==> src/rtl/id_ex_stage.sv <==
// ---------------------------------------------------------------------------
// id_ex_stage
//   ID/EX pipeline register with EX-stage operand forwarding.
//   Captures decoded operands, specifiers and controls from ID, then forwards
//   EX/MEM and MEM/WB results onto the ALU operands combinationally.
//
// Ports
//   clk, rst            clock, synchronous active-high reset
//   stall, flush        hold all state / load a bubble (flush beats stall)
//   id_*                decode-stage operands, specifiers and controls
//   exm_*               EX/MEM forwarding source (newest)
//   wb_*                MEM/WB forwarding source
//   alu_a, alu_b        forwarded ALU operands (alu_b may be the immediate)
//   alu_control         registered ALU op code
//   store_data          forwarded rt value for stores
//   write_reg           registered destination register
//   ex_*                registered memory/writeback controls
//   fwd_a, fwd_b        forwarding selects: 00 reg, 01 WB, 10 EX/MEM
// ---------------------------------------------------------------------------
module id_ex_stage #(
  parameter int DATA_W = 32
) (
  input  logic              clk,
  input  logic              rst,
  input  logic              stall,
  input  logic              flush,
  input  logic [DATA_W-1:0] id_rs_data,
  input  logic [DATA_W-1:0] id_rt_data,
  input  logic [DATA_W-1:0] id_imm,
  input  logic [4:0]        id_rs,
  input  logic [4:0]        id_rt,
  input  logic [4:0]        id_rd,
  input  logic [3:0]        id_alu_control,
  input  logic              id_alu_src,
  input  logic              id_reg_dst,
  input  logic              id_reg_write,
  input  logic              id_mem_read,
  input  logic              id_mem_write,
  input  logic              id_mem_to_reg,
  input  logic              exm_reg_write,
  input  logic [4:0]        exm_rd,
  input  logic [DATA_W-1:0] exm_result,
  input  logic              wb_reg_write,
  input  logic [4:0]        wb_rd,
  input  logic [DATA_W-1:0] wb_data,
  output logic [DATA_W-1:0] alu_a,
  output logic [DATA_W-1:0] alu_b,
  output logic [3:0]        alu_control,
  output logic [DATA_W-1:0] store_data,
  output logic [4:0]        write_reg,
  output logic              ex_reg_write,
  output logic              ex_mem_read,
  output logic              ex_mem_write,
  output logic              ex_mem_to_reg,
  output logic [1:0]        fwd_a,
  output logic [1:0]        fwd_b
);

  localparam logic [1:0] FWD_REG = 2'b00;
  localparam logic [1:0] FWD_WB  = 2'b01;
  localparam logic [1:0] FWD_EXM = 2'b10;

  logic [DATA_W-1:0] r_rs_data, r_rt_data, r_imm;
  logic [4:0]        r_rs, r_rt, r_write_reg;
  logic [3:0]        r_alu_control;
  logic              r_alu_src, r_reg_write, r_mem_read, r_mem_write, r_mem_to_reg;

  logic [DATA_W-1:0] w_rs_fwd, w_rt_fwd;
  logic [1:0]        w_fwd_a, w_fwd_b;

  // Reset and flush both produce an all-zero bubble; reset is listed first
  // only for readability, the outcome is identical.
  always_ff @(posedge clk) begin
    if (rst || flush) begin
      r_rs_data     <= '0;
      r_rt_data     <= '0;
      r_imm         <= '0;
      r_rs          <= '0;
      r_rt          <= '0;
      r_write_reg   <= '0;
      r_alu_control <= '0;
      r_alu_src     <= 1'b0;
      r_reg_write   <= 1'b0;
      r_mem_read    <= 1'b0;
      r_mem_write   <= 1'b0;
      r_mem_to_reg  <= 1'b0;
    end else if (!stall) begin
      r_rs_data     <= id_rs_data;
      r_rt_data     <= id_rt_data;
      r_imm         <= id_imm;
      r_rs          <= id_rs;
      r_rt          <= id_rt;
      // Destination resolved at capture so reg_dst need not be stored.
      r_write_reg   <= id_reg_dst ? id_rd : id_rt;
      r_alu_control <= id_alu_control;
      r_alu_src     <= id_alu_src;
      r_reg_write   <= id_reg_write;
      r_mem_read    <= id_mem_read;
      r_mem_write   <= id_mem_write;
      r_mem_to_reg  <= id_mem_to_reg;
    end
  end

  // EX/MEM checked first so the newest producer wins; $zero never forwards.
  always_comb begin
    w_fwd_a = FWD_REG;
    if (exm_reg_write && (exm_rd != 5'd0) && (exm_rd == r_rs))
      w_fwd_a = FWD_EXM;
    else if (wb_reg_write && (wb_rd != 5'd0) && (wb_rd == r_rs))
      w_fwd_a = FWD_WB;
  end

  always_comb begin
    w_fwd_b = FWD_REG;
    if (exm_reg_write && (exm_rd != 5'd0) && (exm_rd == r_rt))
      w_fwd_b = FWD_EXM;
    else if (wb_reg_write && (wb_rd != 5'd0) && (wb_rd == r_rt))
      w_fwd_b = FWD_WB;
  end

  always_comb begin
    case (w_fwd_a)
      FWD_EXM: w_rs_fwd = exm_result;
      FWD_WB:  w_rs_fwd = wb_data;
      default: w_rs_fwd = r_rs_data;
    endcase
  end

  always_comb begin
    case (w_fwd_b)
      FWD_EXM: w_rt_fwd = exm_result;
      FWD_WB:  w_rt_fwd = wb_data;
      default: w_rt_fwd = r_rt_data;
    endcase
  end

  // Forwarding mux sits ahead of the immediate select.
  assign alu_a         = w_rs_fwd;
  assign alu_b         = r_alu_src ? r_imm : w_rt_fwd;
  assign store_data    = w_rt_fwd;
  assign fwd_a         = w_fwd_a;
  assign fwd_b         = w_fwd_b;
  assign alu_control   = r_alu_control;
  assign write_reg     = r_write_reg;
  assign ex_reg_write  = r_reg_write;
  assign ex_mem_read   = r_mem_read;
  assign ex_mem_write  = r_mem_write;
  assign ex_mem_to_reg = r_mem_to_reg;

endmodule
==> config.mk <==
export PLATFORM = sky130hd
export DESIGN_NAME = id_ex_stage
export DESIGN_NICKNAME = d
export VERILOG_FILES = /design/src/rtl/id_ex_stage.sv
export SDC_FILE = /design/constraint.sdc
export NUM_CORES = 1
export LEC_CHECK = 0
export ABC_AREA = 1
export CAP_MARGIN = 40
export CORE_ASPECT_RATIO = 0.9
export CORE_MARGIN = 2
export CORE_UTILIZATION = 41
export DETAILED_ROUTE_END_ITERATION = 10
export PLACE_DENSITY = 0.9
export SLEW_MARGIN = 20
export SYNTH_ARGS = -nofsm -noshare
export SYNTH_HDL_FRONTEND = slang
export SYNTH_SLANG_ARGS = --single-unit
==> constraint.sdc <==
create_clock -name clk -period 1.8 [get_ports clk]
set_input_delay 0.18 -clock clk [delete_from_list [all_inputs] [get_ports clk]]
set_output_delay 0.18 -clock clk [all_outputs]
set_load 0.05 [all_outputs]
==> impl_metrics.xml <==
<?xml version="1.0" encoding="UTF-8"?>
<metrics>
  <group name="sta">
    <metric name="rsz_0062_raised_after_global_routing" unit="">yes</metric>
    <metric name="report.final.setup_viol" unit="">100</metric>
    <metric name="finalWorstPathRequiredPeriod" unit="ns">2.43</metric>
    <metric name="tightest_slew" unit="ns">0.594</metric>
    <metric name="report.final.slew_viol_count" unit="">0</metric>
    <metric name="timing.final.ws_setup" unit="ns">-0.634</metric>
    <metric name="top_achievable_clock_speed" unit="MHz">411</metric>
    <metric name="report.final.hold_viol_count" unit="">0</metric>
    <metric name="whs" unit="ns">0.195</metric>
    <metric name="skew" unit="ns">0</metric>
    <metric name="slew-limit-headroom" unit="%">60.4</metric>
    <metric name="min_period_over_period" unit="%">135</metric>
  </group>
  <group name="drt">
    <metric name="drt_pass_1_iters" unit="">6</metric>
    <metric name="drt-initial-drc-count" unit="">1273</metric>
    <metric name="vias_per_cell" unit="">5.94</metric>
    <metric name="routed-via-count" unit="">9224</metric>
    <metric name="finalWirelength" unit="microns">38900</metric>
    <metric name="drc_markers" unit="">0</metric>
    <metric name="avgRoutedWirePerCell" unit="microns">25.1</metric>
    <metric name="ant_nets" unit="">0</metric>
  </group>
  <group name="setup_path">
    <metric name="crit_path_max_fanout" unit="">9</metric>
    <metric name="start_kind" unit="">flop</metric>
    <metric name="cell_with_the_largest_stage_delay_on_the_worst_path" unit="">sky130_fd_sc_hd__dfxtp_4</metric>
    <metric name="critical_path_required" unit="ns">1.62</metric>
    <metric name="cp_arrival" unit="ns">2.25</metric>
    <metric name="ff2ff_path_depth" unit="">5</metric>
    <metric name="cp_slowest_stage_delay" unit="ns">0.35</metric>
    <metric name="timing.setup.critical_path_class" unit="">flop to output port</metric>
    <metric name="setup.worst_path.end_class" unit="">output port</metric>
    <metric name="crit_path_cells" unit="">buf_6, nand2_1, nand2_1, nor2_2, nand3_2, nor2_4, buf_12, clkbuf_16, nand3_1, nand3_4, nand2_1, nand2_2, buf_12</metric>
    <metric name="critical-path-top-cell-by-count" unit="">sky130_fd_sc_hd__nand2_1</metric>
  </group>
  <group name="global_routing">
    <metric name="grt_use_met1" unit="%">39.2</metric>
    <metric name="globalRouteOverflowTotal" unit="">0</metric>
    <metric name="met2_track_demand_over_resource_in_global_routing" unit="%">66.2</metric>
    <metric name="first_pass_grt_wire_length" unit="microns">48400</metric>
    <metric name="number_of_antenna_violations_at_the_first_check_in_global_routing" unit="">3</metric>
    <metric name="grtUsageTotal" unit="%">38.3</metric>
    <metric name="pin_count_of_the_biggest_net_entering_global_routing" unit="">123</metric>
    <metric name="met3_usage" unit="%">12.9</metric>
    <metric name="grt_max_usage_layer" unit="">met2</metric>
    <metric name="via_count_of_the_first_global_routing_pass" unit="">9034</metric>
  </group>
  <group name="run_status">
    <metric name="failed_checks" unit="">setup timing</metric>
    <metric name="outcome" unit="">finished with violations</metric>
  </group>
  <group name="die">
    <metric name="ios" unit="">314</metric>
    <metric name="dieArea" unit="sq um">16700</metric>
    <metric name="core_area" unit="sq um">15300</metric>
    <metric name="die_height" unit="microns">123</metric>
    <metric name="die_width" unit="microns">136</metric>
    <metric name="num_rows" unit="">43</metric>
    <metric name="initial_utilization" unit="%">41.8</metric>
  </group>
  <group name="power">
    <metric name="clkPwrFrac" unit="%">38.2</metric>
    <metric name="power.share.combinational" unit="%">28.5</metric>
    <metric name="switch_share" unit="%">31.5</metric>
    <metric name="worst_ir_drop_vdd" unit="mV">0.684</metric>
    <metric name="power_frac_seq" unit="%">33.2</metric>
    <metric name="power.internal" unit="mW">5.80</metric>
    <metric name="power.density_cell_area" unit="nW/um^2">618</metric>
    <metric name="power.static_leakage" unit="nW">5.99</metric>
    <metric name="total_switching_power" unit="mW">2.67</metric>
  </group>
  <group name="cts">
    <metric name="cts_tree" unit="">done</metric>
    <metric name="cts_htree_levels" unit="">4</metric>
    <metric name="ctsRootBufferMaster" unit="">sky130_fd_sc_hd__clkbuf_16</metric>
    <metric name="clock-sinks" unit="">120</metric>
    <metric name="clk_pin_slew" unit="ns">0.06</metric>
    <metric name="tritoncts.num_buffers" unit="">17</metric>
    <metric name="clock_insertion_delay_worst_skew" unit="ns">0.43</metric>
    <metric name="cts_buffer_depth" unit="">2</metric>
    <metric name="cts.hold.buffers_added" unit="">0</metric>
  </group>
  <group name="synth">
    <metric name="postSynth.asyncResetShare" unit="%">0</metric>
    <metric name="synth_top_area_share" unit="%">37.4</metric>
    <metric name="syn-cell-area" unit="sq um">6410</metric>
    <metric name="synth-seq-area-share" unit="%">37.4</metric>
    <metric name="ys.warnings.count" unit="">0</metric>
    <metric name="edff_count_synth" unit="">0</metric>
    <metric name="cell_type_contributing_the_most_total_cell_area_after_synthesis" unit="">sky130_fd_sc_hd__dfxtp_1</metric>
    <metric name="post_synth_inst_count" unit="">991</metric>
    <metric name="ys_dominant_reg_cell" unit="">sky130_fd_sc_hd__dfxtp_1</metric>
    <metric name="postSynthRegisterBits" unit="">120</metric>
    <metric name="netlist_top_cells_area" unit="">sky130_fd_sc_hd__dfxtp_1 (37%), sky130_fd_sc_hd__nand2_1 (27%), sky130_fd_sc_hd__a21oi_1 (8.5%)</metric>
    <metric name="synthesis.nets" unit="">1192</metric>
    <metric name="synth.lib_cells_used.distinct" unit="">23</metric>
    <metric name="syn_area_per_cell" unit="sq um">6.47</metric>
  </group>
  <group name="placed_design">
    <metric name="placement.io_buffers" unit="">313</metric>
    <metric name="dp_cells" unit="">1501</metric>
    <metric name="detailedPlacementHpwl" unit="microns">21400</metric>
    <metric name="gp_routability_congestion" unit="">0.948</metric>
  </group>
  <group name="finish">
    <metric name="reg.largest.list" unit="">r_imm (32), r_rs_data (32), r_rt_data (32)</metric>
    <metric name="flow.area_growth_from_synthesis" unit="%">114</metric>
    <metric name="finish.utilization" unit="%">89.3</metric>
    <metric name="layout_commonest_cell" unit="">sky130_fd_sc_hd__nand2_1</metric>
    <metric name="layout-drive-gt1-share" unit="%">34.2</metric>
    <metric name="final_cell_count_no_fill" unit="">1553</metric>
    <metric name="layout.cells.most_common_list" unit="">sky130_fd_sc_hd__nand2_1 (368), sky130_fd_sc_hd__clkdlybuf4s50_1 (203), sky130_fd_sc_hd__buf_12 (115)</metric>
    <metric name="final_net_count" unit="">1538</metric>
  </group>
  <group name="hold_path">
    <metric name="timing.hold.worst.class" unit="">input port to flop</metric>
    <metric name="min_path_cells" unit="">4</metric>
  </group>
  <group name="job">
    <metric name="max_cap_viol_count" unit="">0</metric>
  </group>
</metrics>
==> path summary, 6_finish.rpt <==
kind                                from                endpoint  slack, ns
setup / recovery    r_rt[0]$_SDFFE_PP0N_                alu_b[2]      -0.63
setup reg to reg    r_rt[1]$_SDFFE_PP0N_    r_rt[1]$_SDFFE_PP0N_       0.67
hold reg to reg   r_imm[13]$_SDFFE_PP0N_  r_imm[13]$_SDFFE_PP0N_       0.47
hold / removal                     stall  r_imm[31]$_SDFFE_PP0N_       0.19
==> cell type report <==
type / instances / area (sq um)
clock inverter: 13 / 108
fill: 648 / 1630
sequential: 120 / 2430
timing repair buffer: 399 / 5240
inverter: 22 / 97.6
clock buffer: 18 / 439
multi-input combinational: 777 / 5130
tap: 202 / 253
antenna: 2 / 5.00
==> kinds of logic after synthesis <==
group	synth area share, %
simple gates	42.9
xor+xnor	2.18
buf+inv	7.16
compound gates	9.83
mux	0.527
flops	37.4
==> per-layer routing <==
| metal | part of all wire [%] | wire length (microns) |
|---|---|---|
| met4 | 7.7 | 2990 |
| met5 | 0.036 | 14 |
| met2 | 48 | 18500 |
| met1 | 32 | 12500 |
| met3 | 12 | 4860 |
==> stage by stage <==
stage | setup WS (ns) | power [mW] | setup TNS [ns] | area [sq um]
after detailed placement | -0.487 | 4.99 | -39.29 | 11600
after global placement | -0.384 | 4.95 | -32.59 | 11600
after CTS | -0.491 | 8.21 | -42.34 | 12500
after global routing | -0.711 | 8.69 | -57.41 | 13700
final | -0.634 | 8.47 | -51.57 | 13700
after floorplan | -0.0792 | 3.77 | -0.0792 | 6930
==> what timing repair did <==
item,in CTS,in global routing
setup buffers,2,6
endpoints found under the setup margin,100,100
gates resized for setup,82,201
pin swaps,1,31
cloned,1,10
==> synth_stat cells, types with 3 or more instances <==
library cell               instances
sky130_fd_sc_hd__mux2_2            3
sky130_fd_sc_hd__buf_2            13
sky130_fd_sc_hd__buf_6             7
sky130_fd_sc_hd__nand3_2          34
sky130_fd_sc_hd__a21oi_1         109
sky130_fd_sc_hd__nor2_1           28
sky130_fd_sc_hd__nand3_1          99
sky130_fd_sc_hd__buf_4            10
sky130_fd_sc_hd__xnor2_1           8
sky130_fd_sc_hd__dfxtp_1         120
sky130_fd_sc_hd__clkbuf_1         40
sky130_fd_sc_hd__o21ai_0           8
sky130_fd_sc_hd__nand2_1         467
sky130_fd_sc_hd__inv_1            16
sky130_fd_sc_hd__inv_2             6
sky130_fd_sc_hd__a211oi_1          6
sky130_fd_sc_hd__xor2_1            8
==> worst max-delay path, delay by kind of cell (launching register included) <==
kind | cells | cell delay (ns)
AND/OR/NAND/NOR | 9 | 0.90
flip-flops | 1 | 0.35
buffers and inverters | 4 | 0.55
==> power by group through the flow <==
stage / registers, mW / clock network [mW] / logic [mW]
after global placement: 2.85 / 0 / 2.10
after floorplan: 2.88 / 0 / 0.890
after detailed placement: 2.86 / 0 / 2.14
after CTS: 2.80 / 3.22 / 2.19
final: 2.82 / 3.24 / 2.42
after global routing: 2.82 / 3.37 / 2.50
Power figures use the tool's default switching activity.
